--- src/rtl/seq_scan_ctrl_if.sv ---
// rtl/seq_scan_ctrl_if.sv - request/serial-result bundle for the 101 scan controller
interface seq_scan_ctrl_if #(
    parameter int WIDTH = 8,
    parameter int CW    = 4
);
    logic             start;
    logic [WIDTH-1:0] data_in;
    logic             hold;
    logic             abort;
    logic             ser_out;
    logic             ser_valid;
    logic             hit;
    logic             busy;
    logic             done;
    logic [CW-1:0]    match_cnt;
    logic [WIDTH-1:0] match_pos;

    modport master (
        output start, data_in, hold, abort,
        input  ser_out, ser_valid, hit, busy, done, match_cnt, match_pos
    );

    modport slave (
        input  start, data_in, hold, abort,
        output ser_out, ser_valid, hit, busy, done, match_cnt, match_pos
    );
endinterface

--- src/rtl/seq_scan_ctrl.sv ---
// rtl/seq_scan_ctrl.sv - serialises a word LSB first and counts overlapping 101 patterns
module seq_scan_ctrl #(
    parameter int WIDTH = 8,
    parameter int CW    = 4
) (
    input  logic              clk,
    input  logic              rst,
    seq_scan_ctrl_if.slave    bus
);
    localparam int IW = $clog2(WIDTH);

    typedef enum logic [1:0] {IDLE, SHIFT, DONE} state_t;
    typedef enum logic [1:0] {D0, D1, D10}       det_t;

    state_t           state, state_nx;
    det_t             det, det_nx;
    logic [WIDTH-1:0] word;
    logic [IW-1:0]    idx;
    logic [CW-1:0]    match_cnt;
    logic [WIDTH-1:0] match_pos;
    logic             ser_out, ser_valid, hit, accept, last_bit;

    always_ff @(posedge clk or posedge rst) begin
        if (rst) begin
            state <= IDLE;
            det   <= D0;
        end else begin
            state <= state_nx;
            det   <= det_nx;
        end
    end

    always_comb begin
        state_nx  = state;
        det_nx    = det;
        ser_out   = 1'b0;
        ser_valid = 1'b0;
        hit       = 1'b0;
        accept    = 1'b0;
        last_bit  = (idx == IW'(WIDTH - 1));
        case (state)
            IDLE: begin
                if (bus.start) begin
                    accept   = 1'b1;
                    state_nx = SHIFT;
                end
            end
            SHIFT: begin
                ser_out   = word[idx];
                ser_valid = !bus.hold && !bus.abort;
                hit       = ser_valid && (det == D10) && ser_out;
                // abort wins over both hold and consuming the last bit
                if (bus.abort)
                    state_nx = IDLE;
                else if (ser_valid && last_bit)
                    state_nx = DONE;
            end
            DONE:    state_nx = IDLE;
            default: state_nx = IDLE;
        endcase

        if (accept) begin
            det_nx = D0;
        end else if (ser_valid) begin
            case (det)
                D0:      det_nx = ser_out ? D1 : D0;
                D1:      det_nx = ser_out ? D1 : D10;
                D10:     det_nx = ser_out ? D1 : D0;
                default: det_nx = D0;
            endcase
        end
    end

    always_ff @(posedge clk or posedge rst) begin
        if (rst) begin
            word      <= '0;
            idx       <= '0;
            match_cnt <= '0;
            match_pos <= '0;
        end else if (accept) begin
            word      <= bus.data_in;
            idx       <= '0;
            match_cnt <= '0;
            match_pos <= '0;
        end else if (ser_valid) begin
            idx <= last_bit ? '0 : idx + IW'(1);
            if (hit) begin
                match_cnt      <= match_cnt + CW'(1);
                match_pos[idx] <= 1'b1;
            end
        end
    end

    assign bus.ser_out   = ser_out;
    assign bus.ser_valid = ser_valid;
    assign bus.hit       = hit;
    assign bus.busy      = (state == SHIFT);
    assign bus.done      = (state == DONE);
    assign bus.match_cnt = match_cnt;
    assign bus.match_pos = match_pos;
endmodule

--- src/flat_wrapper.sv ---
// flat-port wrapper written by rule: the top's interface ports become plain ports
module seq_scan_ctrl_flat 
#(
    parameter int WIDTH = 8,
    parameter int CW    = 4
)
  (clk, rst, bus_start, bus_data_in, bus_hold, bus_abort, bus_ser_out, bus_ser_valid, bus_hit, bus_busy, bus_done, bus_match_cnt, bus_match_pos);
  seq_scan_ctrl_if #(.WIDTH(WIDTH), .CW(CW)) bus_i ();
  input  logic clk;
  input  logic rst;
  input wire logic [$bits(bus_i.start)-1:0] bus_start;
  input wire logic [$bits(bus_i.data_in)-1:0] bus_data_in;
  input wire logic [$bits(bus_i.hold)-1:0] bus_hold;
  input wire logic [$bits(bus_i.abort)-1:0] bus_abort;
  output wire logic [$bits(bus_i.ser_out)-1:0] bus_ser_out;
  output wire logic [$bits(bus_i.ser_valid)-1:0] bus_ser_valid;
  output wire logic [$bits(bus_i.hit)-1:0] bus_hit;
  output wire logic [$bits(bus_i.busy)-1:0] bus_busy;
  output wire logic [$bits(bus_i.done)-1:0] bus_done;
  output wire logic [$bits(bus_i.match_cnt)-1:0] bus_match_cnt;
  output wire logic [$bits(bus_i.match_pos)-1:0] bus_match_pos;
  assign bus_i.start = bus_start;
  assign bus_i.data_in = bus_data_in;
  assign bus_i.hold = bus_hold;
  assign bus_i.abort = bus_abort;
  assign bus_ser_out = bus_i.ser_out;
  assign bus_ser_valid = bus_i.ser_valid;
  assign bus_hit = bus_i.hit;
  assign bus_busy = bus_i.busy;
  assign bus_done = bus_i.done;
  assign bus_match_cnt = bus_i.match_cnt;
  assign bus_match_pos = bus_i.match_pos;
  seq_scan_ctrl #(.WIDTH(WIDTH), .CW(CW)) u_core (.clk(clk), .rst(rst), .bus(bus_i));
endmodule
--- config.mk ---
export PLATFORM = sky130hd
export DESIGN_NAME = seq_scan_ctrl_flat
export DESIGN_NICKNAME = d
export VERILOG_FILES = /design/src/rtl/seq_scan_ctrl_if.sv /design/src/rtl/seq_scan_ctrl.sv /design/src/flat_wrapper.sv
export SDC_FILE = /design/constraint.sdc
export NUM_CORES = 1
export LEC_CHECK = 0
export BUFFER_PORTS_ARGS = -buffer_cell sky130_fd_sc_hd__buf_2
export CORE_MARGIN = 10
export CORE_UTILIZATION = 40
export DETAILED_ROUTE_END_ITERATION = 8
export PLACE_DENSITY = 0.67
export SYNTH_ARGS = -nofsm -noshare
export SYNTH_HDL_FRONTEND = slang
export SYNTH_SLANG_ARGS = --single-unit
--- constraint.sdc ---
create_clock -name clk -period 1.5 [get_ports clk]
set_input_delay 0.075 -clock clk [delete_from_list [all_inputs] [get_ports clk]]
set_output_delay 0.075 -clock clk [all_outputs]
set_load 0.01 [all_outputs]
# Word level (Yosys, flattened, before mapping)

Index checks and enable logic that the tools add are counted.

Flip-flop bits (word level): 27
Input port bits: 13
Output and inout port bits: 17

$lt $le $gt $ge: 2
Muxes and demuxes: 27
Reductions and logical operators: 14
Eq/ne operators: 7
Bitwise operators: 1
Add/subtract/negate cells: 2

Operators by type and width:

| cell                  | number |
|---|---|
| $mux W8               | 3 |
| $mux W2               | 6 |
| $mux W4               | 3 |
| $mux W3               | 3 |
| $mux W1               | 8 |
| $or A8 B8 Y8          | 1 |
| $pmux W2 S2           | 2 |
| $logic_and A1 B1 Y1   | 5 |
| $add A4 B1 Y4 const B | 1 |
| $eq A2 B1 Y1 const B  | 2 |
| $eq A2 B2 Y1 const B  | 2 |
| $logic_not A2 Y1      | 2 |
| $lt A3 B4 Y1 const B  | 1 |
| $reduce_and A2 Y1     | 2 |
| $reduce_bool A2 Y1    | 2 |
| $add A3 B1 Y3 const B | 1 |
| $bmux W1 S3           | 1 |
| $demux W1 S3          | 1 |
| $eq A3 B3 Y1 const B  | 1 |
| $ge A3 B1 Y1 const B  | 1 |
| $ne A3 B2 Y1 const B  | 1 |
| $logic_not A1 Y1      | 2 |
| $ne A2 B2 Y1 const B  | 1 |
| $reduce_or A2 Y1      | 1 |

# Longest topological paths before layout

Depth in word-level cells: 8
Gate-level depth with buffers: 6
Mapped depth without buffers: 4

# Least setup slack after synthesis

No wires, ideal clock.

Kind: flip-flop to flip-flop
Start point: register u_core.idx[0]
End point: register u_core.det[0]
Path buffers: 1
Arrival time: 1.605 ns
Slack: -0.172 ns
Data required time: 1.432 ns
Cell stages (with the launch flop): 6
Path through: dfrtp_1 buf_6 or3b_1 a21o_1 a31oi_1 a32o_1

Cells in the longest elaborated chain, start to end: 7
Elaborated cells between the ends (all ways): 8

RTL lines:

| element                            | line                                                          | source |
|---|---|---|
| from (decl)                        | seq_scan_ctrl.sv:18                                           | `logic [IW-1:0] idx;` |
| from (signal assigned)             | seq_scan_ctrl.sv:86                                           | `idx <= last_bit ? '0 : idx + IW'(1);` |
| $bmux W1 S3 *                      | seq_scan_ctrl.sv:49                                           | `ser_out = word[idx];` |
| $mux W1 (not written as such) *    | seq_scan_ctrl.sv:49                                           |  |
| $mux W1 *                          | seq_scan_ctrl.sv:41                                           | `case (state)` |
| via bus_ser_out                    | flat_wrapper.sv:15                                            | `output wire logic [$bits(bus_i.ser_out)-1:0] bus_ser_out;` |
| $mux W1 or $mux W2 (tied branches) | seq_scan_ctrl.sv:66, seq_scan_ctrl.sv:68, seq_scan_ctrl.sv:67 |  |
| $pmux W2 S2 *                      | seq_scan_ctrl.sv:65                                           | `case (det)` |
| $mux W2 *                          | seq_scan_ctrl.sv:64                                           | `end else if (ser_valid) begin` |
| $mux W2 *                          | seq_scan_ctrl.sv:62                                           | `if (accept) begin` |
| to (signal assigned)               | seq_scan_ctrl.sv:29                                           | `det <= det_nx;` |
| to (decl)                          | seq_scan_ctrl.sv:16                                           | `det_t det, det_nx;` |

The timed path passes the listed nets; every way through them passes the cells marked *. The select of a mux whose other input is x is not followed.
A chain may end at the register's enable or synchronous reset.

# Worst setup path in the final report

Start point: register u_core.idx[1]
End point: output port bus_ser_out

Cells in the longest elaborated chain, start to end: 3

RTL lines:

| element                       | line |
|---|---|
| $bmux W1 S3                   | seq_scan_ctrl.sv:49 |
| $mux W1 (not written as such) | seq_scan_ctrl.sv:49 |
| $mux W1                       | seq_scan_ctrl.sv:41 |
| to (decl)                     | flat_wrapper.sv:15 |

No other way between the ends. The select of a mux whose other input is x is not followed.

==> reports/summary.txt <==
STATUS
-------------------------------------------------------------------------------------------
Status ....................................................................... finished, violations left
Violated checks .............................................................. setup timing

STA
-------------------------------------------------------------------------------------------
Worst setup slack after layout ...............................................    -0.397 ns
Worst slew margin relative to its limit ......................................        0.768
Pin slew with the least headroom to its limit ................................     0.348 ns
Maximum clock rate ...........................................................    0.527 GHz
Final worst clock skew .......................................................    0.0134 ns
Final setup violating endpoints ..............................................           16
Tcrit/Tclk final .............................................................         1.26
Fin Setup TNS ................................................................     -3.48 ns
Min Clock Period, post-route .................................................      1.90 ns
Setup repair after global routing missed its margin ..........................          yes
Number of failing hold endpoints at the final stage ..........................            0
Final max-slew violation count ...............................................            0

LOGIC SYNTHESIS
-------------------------------------------------------------------------------------------
Number of unique standard cell types used by synthesis .......................           32
Sequential area share after synthesis ........................................        0.511
Async SR Flop Fraction .......................................................         1.00
FF+latch count, synth ........................................................           27
Synthesized instance count ...................................................          133
Nets in the synthesized netlist ..............................................          149
Average size of a mapped cell ................................................   9.93 sq um
Yosys warning count ..........................................................            0
Post-synth EDFFs .............................................................            0
Synth Cell Area ..............................................................   1320 sq um
Commonest register cell after synthesis ......................................      dfrtp_1

PLACE
-------------------------------------------------------------------------------------------
Area after DPL ...............................................................   1630 sq um
Routability-driven placement congestion ratio ................................        0.823
Estimated wirelength of the detail-placed design .............................      2.32 mm
Number of placed cells counting well taps ....................................          218
Number of port buffers .......................................................           29

CLOCKING
-------------------------------------------------------------------------------------------
Clock transition at path regs ................................................      0.15 ns
Clock Path Buffers ...........................................................            2
Inserted Clock Buffers .......................................................            3
Clock latency of the later-clocked register in the worst-skew pair ...........      0.33 ns
Number of levels the H-tree was split into ...................................            1
Number of clock sinks seen by CTS ............................................           27
Clk root buf .................................................................     clkbuf_4
Clock tree from TritonCTS ....................................................          yes

CELLS AND AREA
-------------------------------------------------------------------------------------------
Number of filler instances in the final layout ...............................          283
Area used by multi-input combinational logic .................................    674 sq um
Fraction of final layout cells sized beyond drive strength 1 .................        0.397
# diodes .....................................................................            0
Synthesis-to-finish area growth ..............................................        48.8%
Sequential cell area .........................................................    677 sq um
Commonest non-fill, non-tap cell in the layout ...............................      nand2_1
Final cell count without fillers .............................................          243
Most frequent cells in the layout ............................................ nand2_1, buf_2, dfrtp_1
Number of nets in the layout .................................................          216
Post-route cell area .........................................................   1970 sq um

PWR
-------------------------------------------------------------------------------------------
Standby leakage power ........................................................     0.987 nW
P per Cell Area ..............................................................  870 nW/um^2
Worst supply voltage drop on vdd .............................................     0.610 mV

CRITICAL PATH
-------------------------------------------------------------------------------------------
Launch point of the worst reg-to-reg path .................................... u_core.idx[1]
Critical path launch point type ..............................................    flip-flop
Worst EP required ............................................................      1.42 ns
Minimum setup slack among reg-to-reg paths ...................................     -0.34 ns
Number of cells traversed by the worst register-to-register path .............            6
Worst r2r dst ................................................................ u_core.bus.match_cnt[3]
Kind of critical path ........................................................   reg -> out
Worst-path fanout max ........................................................            4
Critical Path End ............................................................  bus_ser_out
Worst EP arrival .............................................................      1.82 ns
Critical Path Source ......................................................... u_core.idx[1]
Kind of end point of the critical path .......................................   output pin

FLOORPLAN
-------------------------------------------------------------------------------------------
Die width ....................................................................      77.5 um
Core footprint ...............................................................   3100 sq um
Initial core utilization .....................................................        0.426
Std-Cell Rows ................................................................           20
# IOs ........................................................................           30
Total die area ...............................................................   6000 sq um
Die height ...................................................................      77.5 um

MIN PATH
-------------------------------------------------------------------------------------------
Hold-critical path depth .....................................................            3
Type of the tightest min-delay check .........................................    in -> reg

ROUTING
-------------------------------------------------------------------------------------------
Number of iterations in the first detailed-routing pass ......................            5
Aggregate routed wire length .................................................      3.46 mm
Post-detailed-route wirelength per cell ......................................      14.2 um
Number of remaining DRC errors ...............................................            0
Number of antenna-violating nets in the routed design ........................            0
Number of design-rule violations left by the first detailed-router iteration .           43
DR vias/cell .................................................................         4.91
Total via count after detailed routing .......................................         1192

GLOBAL ROUTE
-------------------------------------------------------------------------------------------
Total congestion overflow after global routing ...............................            0
Global Route Usage Sum .......................................................        0.112
Vias in the first global route ...............................................         1259
Antenna violations before repair .............................................            0
First-pass GRT wire length ...................................................      5.72 mm
Pin count of the biggest net entering global routing .........................           28

JOB
-------------------------------------------------------------------------------------------
Max-capacitance violation count ..............................................            0

## Yosys cell counts, drive strengths merged (2+ instances only)
library cell | n | area (sq um)
or2 | 3 | 18.8
a32o | 2 | 20.0
ha | 3 | 37.5
a311oi | 2 | 17.5
mux2i | 6 | 60.1
nor3b | 3 | 27.5
nor2b | 2 | 12.5
o31ai | 3 | 22.5
nor2 | 5 | 18.8
nor4 | 2 | 12.5
a22o | 8 | 70.1
nand2b | 2 | 12.5
nand3 | 2 | 10.0
dfrtp | 27 | 676
nor3 | 2 | 10.0
inv | 4 | 15.0
clkbuf | 4 | 15.0
a31oi | 3 | 25.0
nand2 | 37 | 139
buf | 4 | 32.5
## worst min-delay path by stage
stage                   from                       to  slack, ns
finish              bus_hold          u_core.state[0]       0.06
global route        bus_hold          u_core.state[0]       0.04
CTS                 bus_hold          u_core.state[0]       0.04
detailed placement       rst           u_core.word[4]       0.15
global placement         rst           u_core.word[4]       0.15
floorplan                rst  u_core.bus.match_cnt[0]       0.13
## cell families after synthesis
kind of cell | count (synthesis) | synth area share
adder cells (fa/ha/maj) | 3 | 0.0284
buffers and inverters | 12 | 0.0473
flip-flops | 27 | 0.511
multiplexers | 6 | 0.0455
AO/OA/AOI/OAI | 21 | 0.134
AND/OR/NAND/NOR | 64 | 0.233
## metrics by stage
step           setup slack, ns  hold slack, ns  utilization  total power [mW]
3_3_place_gp            -0.134           0.145        0.525              1.22
3_5_place_dp            -0.171           0.152        0.525              1.23
4_1_cts                 -0.384          0.0385        0.614              1.67
5_1_grt                 -0.458          0.0439        0.633              1.81
6_report                -0.397          0.0563        0.633              1.71
2_1_floorplan           -0.138           0.128            -              1.07
## power breakdown
group          internal, mW  switching [mW]
clock                 0.100           0.217
combinational         0.288           0.269
sequential            0.790          0.0447
total                  1.18           0.531
## state kept, by name (all words and copies together) (netlist names)
| signal | flops |
|---|---|
| u_core.bus.match_pos | 8 |
| u_core.word | 8 |
| u_core.bus.match_cnt | 4 |
| u_core.idx | 3 |
| u_core.det | 2 |
| u_core.state | 2 |
## metal layers
layer	up-vias	routed length [um]	global-route usage
met5	-	0	0
met4	0	12	0.0201
li1	598	-	-
met3	2	182	0.0403
met1	565	1450	0.121
met2	27	1810	0.208
## worst max-delay path, cell delays in order, from the launching register on
cell and delay (ns):
dfrtp_1 0.45, or3b_1 0.39, a21o_1 0.22, buf_6 0.14
a31oi_4 0.18, buf_6 0.13
## layout make-up
type	count	area share
well taps	44	0.0280
inverters	4	0.00764
clock inverters	1	0.00255
multi-input cells	94	0.343
repair buffers	70	0.263
clock buffers	3	0.0115
flip-flops and latches	27	0.344
## what timing repair did
action / CTS / global route
gates resized for setup: 16 / 7
endpoints found under the setup margin: 17 / 20
buffers inserted: 10 / 2
pin swaps: 7 / 5
hold buffers: 10 / 0
endpoints found under the hold margin: 36 / 0
Note: power is estimated with default switching activity, not from simulation.
